File: src/rtl/clk_divider.sv
// ----------------------------------------------------------------------------
// clk_divider
//
// Divides the fast reference clock by 2^(SLOW+1) using a free-running binary
// counter. The counter's top bit is the slow clock, so slow_clk comes straight
// from a flop and cannot glitch. The block also produces a reset for the slow
// domain. That reset asserts asynchronously with resetn. It releases only on
// a slow_clk falling edge, after RST_HOLD qualified falling edges have
// elapsed.
//
// Parameters
//   SLOW      divider exponent (0..30); slow period = 2^(SLOW+1) clk cycles
//   RST_HOLD  qualified slow_clk falling edges to hold slow_resetn low (1..255)
//
// Ports
//   clk          in   fast reference clock; all state on its rising edge
//   resetn       in   asynchronous active-low reset of all state
//   slow_clk     out  divided clock, 50% duty, equal to counter bit SLOW
//   slow_resetn  out  slow-domain reset; async assert, sync deassert
//   rise_pulse   out  one clk cycle wide, the cycle before slow_clk rises
//   fall_pulse   out  one clk cycle wide, the cycle before slow_clk falls
//   count        out  current divider counter value (SLOW+1 bits)
// ----------------------------------------------------------------------------
module clk_divider #(
  parameter int SLOW     = 27,
  parameter int RST_HOLD = 2
) (
  input  logic          clk,
  input  logic          resetn,
  output logic          slow_clk,
  output logic          slow_resetn,
  output logic          rise_pulse,
  output logic          fall_pulse,
  output logic [SLOW:0] count
);

  // Out-of-range parameters would silently produce a nonsensical divider or
  // a hold count that never matches, so reject them at elaboration.
  if (SLOW < 0 || SLOW > 30) begin : g_bad_slow
    $error("clk_divider: SLOW=%0d outside 0..30", SLOW);
  end
  if (RST_HOLD < 1 || RST_HOLD > 255) begin : g_bad_hold
    $error("clk_divider: RST_HOLD=%0d outside 1..255", RST_HOLD);
  end

  // Counter values one cycle before each slow_clk edge. CNT_RISE is the
  // all-ones pattern with the top bit clear. For SLOW=0 it is 0, so the
  // pulses alternate on every cycle.
  localparam logic [SLOW:0] CNT_MAX   = '1;
  localparam logic [SLOW:0] CNT_RISE  = CNT_MAX >> 1;
  localparam logic [7:0]    HOLD_MAX  = 8'(RST_HOLD);
  localparam logic [7:0]    HOLD_LAST = 8'(RST_HOLD - 1);

  // --------------------------------------------------------------------------
  // State
  // --------------------------------------------------------------------------
  logic [SLOW:0] cnt_q,   cnt_d;
  logic          sync1_q, sync1_d;
  logic          sync2_q, sync2_d;
  logic [7:0]    hc_q,    hc_d;
  logic          srn_q,   srn_d;

  logic          rise_hit;
  logic          fall_hit;

  // --------------------------------------------------------------------------
  // Next-state logic
  // --------------------------------------------------------------------------
  always_comb begin
    // NOTE: every variable gets a default first so no path leaves it
    // unassigned; otherwise synthesis infers a latch.
    cnt_d    = cnt_q + 1'b1;  // wraps from all-ones to 0 by width
    sync1_d  = 1'b1;
    sync2_d  = sync1_q;
    hc_d     = hc_q;
    srn_d    = srn_q;

    // The pulses are gated by the synchronized reset. Counter wraps that
    // happen while the synchronizer is still filling produce no pulse and
    // do not count toward the hold.
    rise_hit = sync2_q && (cnt_q == CNT_RISE);
    fall_hit = sync2_q && (cnt_q == CNT_MAX);

    // The hold counter saturates at RST_HOLD. After saturation, further
    // falling edges leave it unchanged and it can never wrap back to
    // HOLD_LAST.
    if (fall_hit && (hc_q < HOLD_MAX)) begin
      hc_d = hc_q + 8'd1;
    end

    // Release happens on a fall_pulse edge. Deassertion therefore lands
    // exactly on a slow_clk falling edge. Once set, the flag stays set
    // until resetn.
    if (fall_hit && (hc_q == HOLD_LAST)) begin
      srn_d = 1'b1;
    end
  end

  // --------------------------------------------------------------------------
  // Registers
  // --------------------------------------------------------------------------
  // NOTE: sequential state uses non-blocking assignments so every flop
  // samples the pre-edge values of the others, independent of statement order.
  always_ff @(posedge clk or negedge resetn) begin
    if (!resetn) begin
      cnt_q   <= '0;
      sync1_q <= 1'b0;
      sync2_q <= 1'b0;
      hc_q    <= 8'd0;
      srn_q   <= 1'b0;
    end else begin
      cnt_q   <= cnt_d;
      sync1_q <= sync1_d;
      sync2_q <= sync2_d;
      hc_q    <= hc_d;
      srn_q   <= srn_d;
    end
  end

  // --------------------------------------------------------------------------
  // Outputs
  // --------------------------------------------------------------------------
  // slow_clk is taken straight from a flop output, with no gating. The
  // async clear of cnt_q drops it the moment resetn falls.
  assign slow_clk    = cnt_q[SLOW];
  assign count       = cnt_q;
  assign slow_resetn = srn_q;
  assign rise_pulse  = rise_hit;
  assign fall_pulse  = fall_hit;

endmodule

File: config.mk
export PLATFORM = sky130hd
export DESIGN_NAME = clk_divider
export DESIGN_NICKNAME = d
export VERILOG_FILES = /design/src/rtl/clk_divider.sv
export SDC_FILE = /design/constraint.sdc
export NUM_CORES = 1
export LEC_CHECK = 0
export BUFFER_PORTS_ARGS = -buffer_cell sky130_fd_sc_hd__buf_2
export CORE_MARGIN = 4
export CORE_UTILIZATION = 45
export CTS_CLUSTER_SIZE = 25
export DETAILED_ROUTE_END_ITERATION = 7
export GPL_ROUTABILITY_DRIVEN = 0
export PLACE_DENSITY = 0.67
export SYNTH_ARGS = -nofsm -noshare
export SYNTH_HDL_FRONTEND = slang
export SYNTH_SLANG_ARGS = --single-unit
File: constraint.sdc
create_clock -name clk -period 2 [get_ports clk]
set_input_delay 0.1 -clock clk [delete_from_list [all_inputs] [get_ports clk]]
set_output_delay 0.1 -clock clk [all_outputs]
set_load 0.02 [all_outputs]
======== Word-level counts from Yosys, hierarchy flattened ========
Index checks and enable logic that the tools add are counted.
Widths: inputs -> output; s select.
word-level totals
  register bits ........................... 39
  latch bits .............................. 0
  bits in writable memories ............... 0
  bits in read-only memories .............. 0
  input port bits ......................... 2
  output and inout port bits .............. 32
  logic and storage cells ................. 15
  memories kept ........................... 0
operators by class
  add/sub/neg operators ................... 2
  multiply operators ...................... 0
  divide/modulo/power cells ............... 0
  $lt $le $gt $ge ......................... 1
  equal/unequal tests ..................... 3
  shifts and indexed selects .............. 0
  muxes and demuxes ....................... 0
  bitwise gates (word level) .............. 0
  reductions and logical operators ........ 4
operator list
  kind                   number
  $add 28x1->28 const B  1
  $eq 28x27->1 const B   1
  $eq 28x28->1 const B   1
  $add 8x1->8 const B    1
  $eq 8x1->1 const B     1
  $lt 8x2->1 const B     1
  $logic_and 1x1->1      4

======== Logic depth before layout (Yosys ltp) ========
Gate-level depths: netlist (run 1).
  depth after elaboration ................. 3
  gate-level depth with buffers ........... 5
  depth with buffers taken out ............ 5

======== Worst setup path after synthesis (run 1) ========
Ideal clock, no wire load.
  kind .................................... register to output
  from .................................... register cnt_q[0], in the netlist count[0]
  to ...................................... output port fall_pulse
  arrival ................................. 1873 ps
  data required time ...................... 1900 ps
  setup slack ............................. 27 ps
  cell stages (with the launch flop) ...... 6
  buffers on the path ..................... 0
  cell sequence ........................... dfrtp_1 > ha_1 > nand3_2 > nor3_4 > nand2_1 > nor3_1
between the ends
  word-level cells in the longest chain between the ends .. 2
RTL lines
  what                    line  text
  from (decl)             57    logic [SLOW:0] cnt_q, cnt_d;
  from (signal assigned)  112   cnt_q <= cnt_d;
  $eq 28x28->1            82    fall_hit = sync2_q && (cnt_q == CNT_MAX);
  $logic_and 1x1->1       82
  to (decl)               33    output logic fall_pulse,
No other way between the ends.

======== Worst setup path in the final report (run 1) ========
  from .................................... register cnt_q[19], in the netlist count[19]
  to ...................................... output port fall_pulse
The elaborated chain is that of the path after synthesis.

==> flow_summary.yaml, run 1 <==
logic_synthesis:
  yosys_warnings: 0
  synth_edf_count: 0
  ys_ff_latch: 39
  synth_top_cell_by_area: "dfrtp_1"
  syn-num-nets: 144
  synth_top_area_frac: 0.574
  avgSynthCellArea_um2: 12.2
  ys_top_cells_by_count: "dfrtp_1, xnor2_1, nand4_1"
  syn_inst: 139
  synth_seq_area_share: 0.574
  synth.area.top_cells: "dfrtp_1, xnor2_1, nand4_1"
  synth_cell_types: 30
  synth_most_common_cell: "dfrtp_1"
  yosys_most_used_dff: "dfrtp_1"
  syn-cell-area_um2: 1700
  ys_async_sr_fraction: 1.00
routing:
  viasPerCell: 5.11
  remaining_drc_errors: 0
  wl_met2_mm: 1.49
  wl_met3_um: 204
  routedWlPerCell_um: 13.8
  highest_layer: "met4"
  detail-route-antenna-nets: 0
  firstDrtPassIters: 4
  drt_iter0_markers: 45
  num_vias: 1149
  wirelength_met1_mm: 1.36
  routed_wl_mm: 3.11
power_and_ir_drop:
  pwr_density_cell_nw_per_um2: 627
  seqPwrFrac: 0.622
  p_sw_mw: 0.248
  p_leak_nw: 1.05
  p_comb_frac: 0.013
  internal_power_mw: 1.02
  ir_drop_v: 0.000449
  p_sw_frac: 0.195
  clkPwrFrac: 0.365
grt:
  track_usage: 0.144
  grt_pass1_wl_mm: 5.51
  grt_max_degree: 40
  grt_pass1_vias: 1202
  grt_overflow: 0
  antenna_found_initial: 0
sta:
  maxSlewHeadroom: 0.429
  setup_violations: 0
  slew_viol_final: 0
  worst_pin_slew_ns: 0.857
  hold_viol: 0
  setup_ws_ns: 0.139
  timing.final.crit_share: 0.931
  clock_skew_ns: 0.00324
  period_minus_slack_ns: 1.86
  max_freq_ghz: 0.537
placement:
  dpl.cell_count: 215
  hpwlAfterDp_mm: 2.26
  io_buffers: 33
  place_ws_ns: 0.280
cts:
  cts-root-buf: "clkbuf_8"
  htree_levels: 2
  cts_buffer_depth: 2
  insertion_delay_ns: 0.28
  clk_pin_slew_ns: 0.06
  cts_sinks: 39
  cts_tree: "yes"
  numCtsBuffers: 5
finish:
  stdcell_count: 225
  syn_to_final_growth_pct: 19.4
  final_nets: 183
  drive_gt1_frac: 0.328
  utilization: 0.554
  diodes: 0
critical_path:
  regToRegStartpoint: "count[2]$_DFF_PN0_"
  cp-start-kind: "flop"
  critPathKind: "flop to primary output"
  worstPathRequired_ns: 1.90
  timing.rr.end: "count[21]$_DFF_PN0_"
  crit_arrival_ns: 1.76
  reg2reg_depth: 4
  critPathCaptureType: "primary output"
  crit_fanout: 6
  r2r_slack_ns: 0.32
run:
  maxCapViolations: 0
die:
  dieArea_um2: 4820
  dieWidth_um: 69.4
  ios: 34
  start_util: 0.464
  rows: 22
  fp.dieH_um: 69.4
  coreArea_um2: 3660
min_path:
  hold_path.class: "flop to flop"
  hp-start: "sync1_q$_DFF_PN0_"
  min_path_cells: 0
  hold_end: "sync2_q$_DFF_PN0_"
outcome:
  status: "complete, no violations"
## cells in the final DEF, fill, tap and decap left out, drive strengths merged
| cell | count |
|---|---|
| o21bai | 2 |
| conb | 1 |
| xnor2 | 22 |
| nand4 | 13 |
| dlygate4sd3 | 1 |
| nor3 | 6 |
| or3 | 1 |
| buf | 37 |
| or4 | 1 |
| nor4 | 2 |
| or2 | 1 |
| nand3 | 11 |
| nor2 | 5 |
| ha | 3 |
| clkbuf | 6 |
| and3 | 3 |
| xor2 | 5 |
| dfrtp | 39 |
| nand2 | 6 |
| and2 | 1 |
| inv | 8 |
| and4 | 1 |
| o21ai | 1 |
| nor4b | 1 |
## cell families after synthesis
| logic type | Yosys count | share of synthesized area |
|---|---|---|
| AOI/OAI and AO/OA | 3 | 0.0118 |
| xor gates and xnor gates | 27 | 0.139 |
| adders and majority gates | 3 | 0.0221 |
| buffers and inverters | 14 | 0.0331 |
| DFF | 39 | 0.574 |
| other | 1 | 0.00221 |
| and+or+nand+nor | 52 | 0.217 |
## worst max-delay path, stage by stage (launching register included)
cell,delay [ns]
dfrtp_1,0.44
and4_1,0.27
nor4b_4,0.27
nand2_2,0.14
nor3_2,0.17
buf_2,0.19
## cell type report
cell class / instances / area [um2]
Clock buffer: 6 / 72.6
Fill cell: 322 / 1630
Inverter: 8 / 30.0
Multi-Input combinational cell: 86 / 684
Sequential cell: 39 / 977
Tap cell: 48 / 60.1
Timing Repair Buffer: 38 / 205
## power by group through the flow
| stage | sequential (mW) | combinational (mW) | clock [mW] |
|---|---|---|---|
| global route | 0.790 | 0.0213 | 0.519 |
| floorplan | 0.806 | 0.000163 | 0 |
| CTS | 0.791 | 0.0179 | 0.483 |
| global placement | 0.806 | 0.0157 | 0 |
| detailed placement | 0.806 | 0.0166 | 0 |
| finish | 0.791 | 0.0170 | 0.464 |
## timing repair
item	CTS	global route
gates resized for setup	1	4
pin swaps	0	2
buffers inserted	0	3
hold endpoints to repair	39	0
endpoints found under the setup margin	2	2
hold buffers	1	0
## worst max-delay path by stage
| stage | start | to | slack (ns) | depth (start not counted) |
|---|---|---|---|---|
| after floorplan | count[0]$_DFF_PN0_ | fall_pulse | 0.03 | 5 |
| final | count[19]$_DFF_PN0_ | fall_pulse | 0.14 | 5 |
| after global routing | count[12]$_DFF_PN0_ | fall_pulse | -0.03 | 5 |
| after detailed placement | count[2]$_DFF_PN0_ | count[21]$_DFF_PN0_ | 0.28 | 4 |
| after global placement | count[2]$_DFF_PN0_ | count[27]$_DFF_PN0_ | 0.32 | 4 |
| after CTS | count[12]$_DFF_PN0_ | rise_pulse | 0.004 | 5 |
## registers in the layout (all words and copies together) (netlist names)
signal,flops
count,28
hc_q,8
slow_resetn,1
sync1_q,1
sync2_q,1
## per-stage QoR
stage | power [mW] | setup TNS [ns] | hold slack (ns) | cell area [um2]
6_report | 1.27 | 0 | 0.348 | 2030
2_1_floorplan | 0.806 | 0 | -0.196 | 1700
3_3_place_gp | 0.822 | 0 | 0.233 | 1910
4_1_cts | 1.29 | 0 | 0.348 | 1990
3_5_place_dp | 0.823 | 0 | 0.256 | 1910
5_1_grt | 1.33 | -0.0314 | 0.356 | 2030
## metal layers
layer	track usage	vias up
met1	0.166	563
met5	0	-
met4	0.0586	0
met3	0.0565	6
li1	-	545
met2	0.238	35
Power figures use the tool's default switching activity.
==> run 2: changes to the inputs <==
==> constraint.sdc (replaced) <==
create_clock -name clk -period 1.96 [get_ports clk]
set_input_delay 0.098 -clock clk [delete_from_list [all_inputs] [get_ports clk]]
set_output_delay 0.098 -clock clk [all_outputs]
set_load 0.02 [all_outputs]
==> run 2 against run 1 <==
  * First-iteration DRC count fell by 4.4%
  * Worst setup slack worse by 0.026 ns
  * Clock power up 28%
  * Total power rose by 11%
  * Clock-buffer cell count increased by 2
  * Final cell count up 1.8%
  * Global-route usage is 0.54 points higher
  * Final area is 3.0% higher
  * Critical endpoint unchanged
==> flow_summary.yaml, run 2 (synthesized netlist as in run 1, its figures left out) <==
grt:
  track_usage: 0.149
  grt_overflow: 0
  grt_max_degree: 40
  grt_pass1_vias: 1199
  grt_pass1_wl_mm: 5.70
  antenna_found_initial: 0
routing:
  routed_wl_mm: 3.16
  drt_iter0_markers: 43
  remaining_drc_errors: 0
  num_vias: 1146
  viasPerCell: 5.00
  detail-route-antenna-nets: 0
  firstDrtPassIters: 4
  routedWlPerCell_um: 13.8
critical_path:
  crit_arrival_ns: 1.75
  critPathCaptureType: "primary output"
  worstPathRequired_ns: 1.86
  r2r_slack_ns: 0.25
  critPathKind: "flop to primary output"
  crit_fanout: 4
  cp-start-kind: "flop"
  reg2reg_depth: 4
placement:
  hpwlAfterDp_mm: 2.21
  io_buffers: 33
  place_ws_ns: 0.258
  post_dp_cell_area_um2: 1910
cts:
  clk_pin_slew_ns: 0.08
  insertion_delay_ns: 0.29
  cts_sinks: 39
  cts_tree: "yes"
  numCtsBuffers: 5
  cts_buffer_depth: 2
  cts-root-buf: "clkbuf_8"
  htree_levels: 2
power_and_ir_drop:
  p_leak_nw: 1.07
  pwr_density_cell_nw_per_um2: 678
  ir_drop_v: 0.000526
sta:
  timing.final.crit_share: 0.943
  clock_skew_ns: 0.00533
  setup_violations: 0
  setup_tns_ns: 0
  slew_viol_final: 0
  maxSlewHeadroom: 0.442
  hold_viol: 0
  period_minus_slack_ns: 1.85
  setup_ws_ns: 0.112
  worst_pin_slew_ns: 0.838
  max_freq_ghz: 0.541
finish:
  drive_gt1_frac: 0.359
  diodes: 0
  mostFrequentLayoutCells: "dfrtp_1, buf_2, xnor2_1"
  largest_reg_flops: 28
  final_area_um2: 2090
  layout_commonest_cell: "dfrtp_1"
  n_fill_cell: 310
  utilization: 0.571
  final_nets: 185
  syn_to_final_growth_pct: 23.0
die:
  ios: 34
  dieArea_um2: 4820
  coreArea_um2: 3660
  fp.dieH_um: 69.4
  rows: 22
  start_util: 0.464
  dieWidth_um: 69.4
min_path:
  hold_path.class: "flop to flop"
  min_path_cells: 0
run:
  maxCapViolations: 0
outcome:
  status: "complete, no violations"
run 2: what timing repair did:
| action | in CTS | in global routing |
|---|---|---|
| hold buffers | 1 | 0 |
| setup endpoints to repair | 2 | 2 |
| resized for setup | 3 | 8 |
| buffers inserted | 1 | 4 |
| hold endpoints to repair | 39 | 0 |
| pin swaps | 0 | 3 |
run 2: worst paths after layout:
| path | startpoint | to |
|---|---|---|
| max | count[16]$_DFF_PN0_ | fall_pulse |
| min reg2reg | sync1_q$_DFF_PN0_ | sync2_q$_DFF_PN0_ |
| min in group asynchronous | resetn | count[19]$_DFF_PN0_ |
| max reg2reg | count[2]$_DFF_PN0_ | count[17]$_DFF_PN0_ |
| min | sync1_q$_DFF_PN0_ | sync2_q$_DFF_PN0_ |
| max in group asynchronous | resetn | count[0]$_DFF_PN0_ |
run 2: area by class of cell:
| type | instances | area, um2 | area share |
|---|---|---|---|
| clock buffers | 8 | 100 | 0.0479 |
| inverters | 8 | 30.0 | 0.0144 |
| repair buffers | 40 | 225 | 0.108 |
| multi-input cells | 86 | 694 | 0.332 |
| flip-flops and latches | 39 | 980 | 0.469 |
| well taps | 48 | 60.1 | 0.0287 |
run 2: report_power, final:
group	switching [mW]	internal [mW]	leakage, nW
clock network	0.273	0.321	0.0515
registers	0.000486	0.806	0.522
logic	0.0150	0.00199	0.493
total	0.288	1.13	1.07
run 2: critical path, stage by stage, from the launching register on:
cell     delay, ns
dfrtp_1       0.41
nand4_1       0.21
nor4b_4       0.38
nand2_2       0.13
nor3_2        0.17
buf_4         0.17
run 2: layer usage:
| metal | part of all wire | track usage | vias to the layer above |
|---|---|---|---|
| met5 | 0 | 0 | - |
| met1 | 0.46 | 0.195 | 561 |
| met2 | 0.47 | 0.225 | 31 |
| met4 | 0.016 | 0.0521 | 0 |
| met3 | 0.054 | 0.0609 | 4 |
| li1 | - | - | 550 |
run 2: metrics by stage:
stage	hold WS [ns]	power [mW]	instances
detailed placement	0.251	0.839	215
global placement	0.231	0.838	215
floorplan	-0.198	0.823	139
CTS	0.348	1.44	225
global route	0.357	1.49	229
finish	0.344	1.42	229
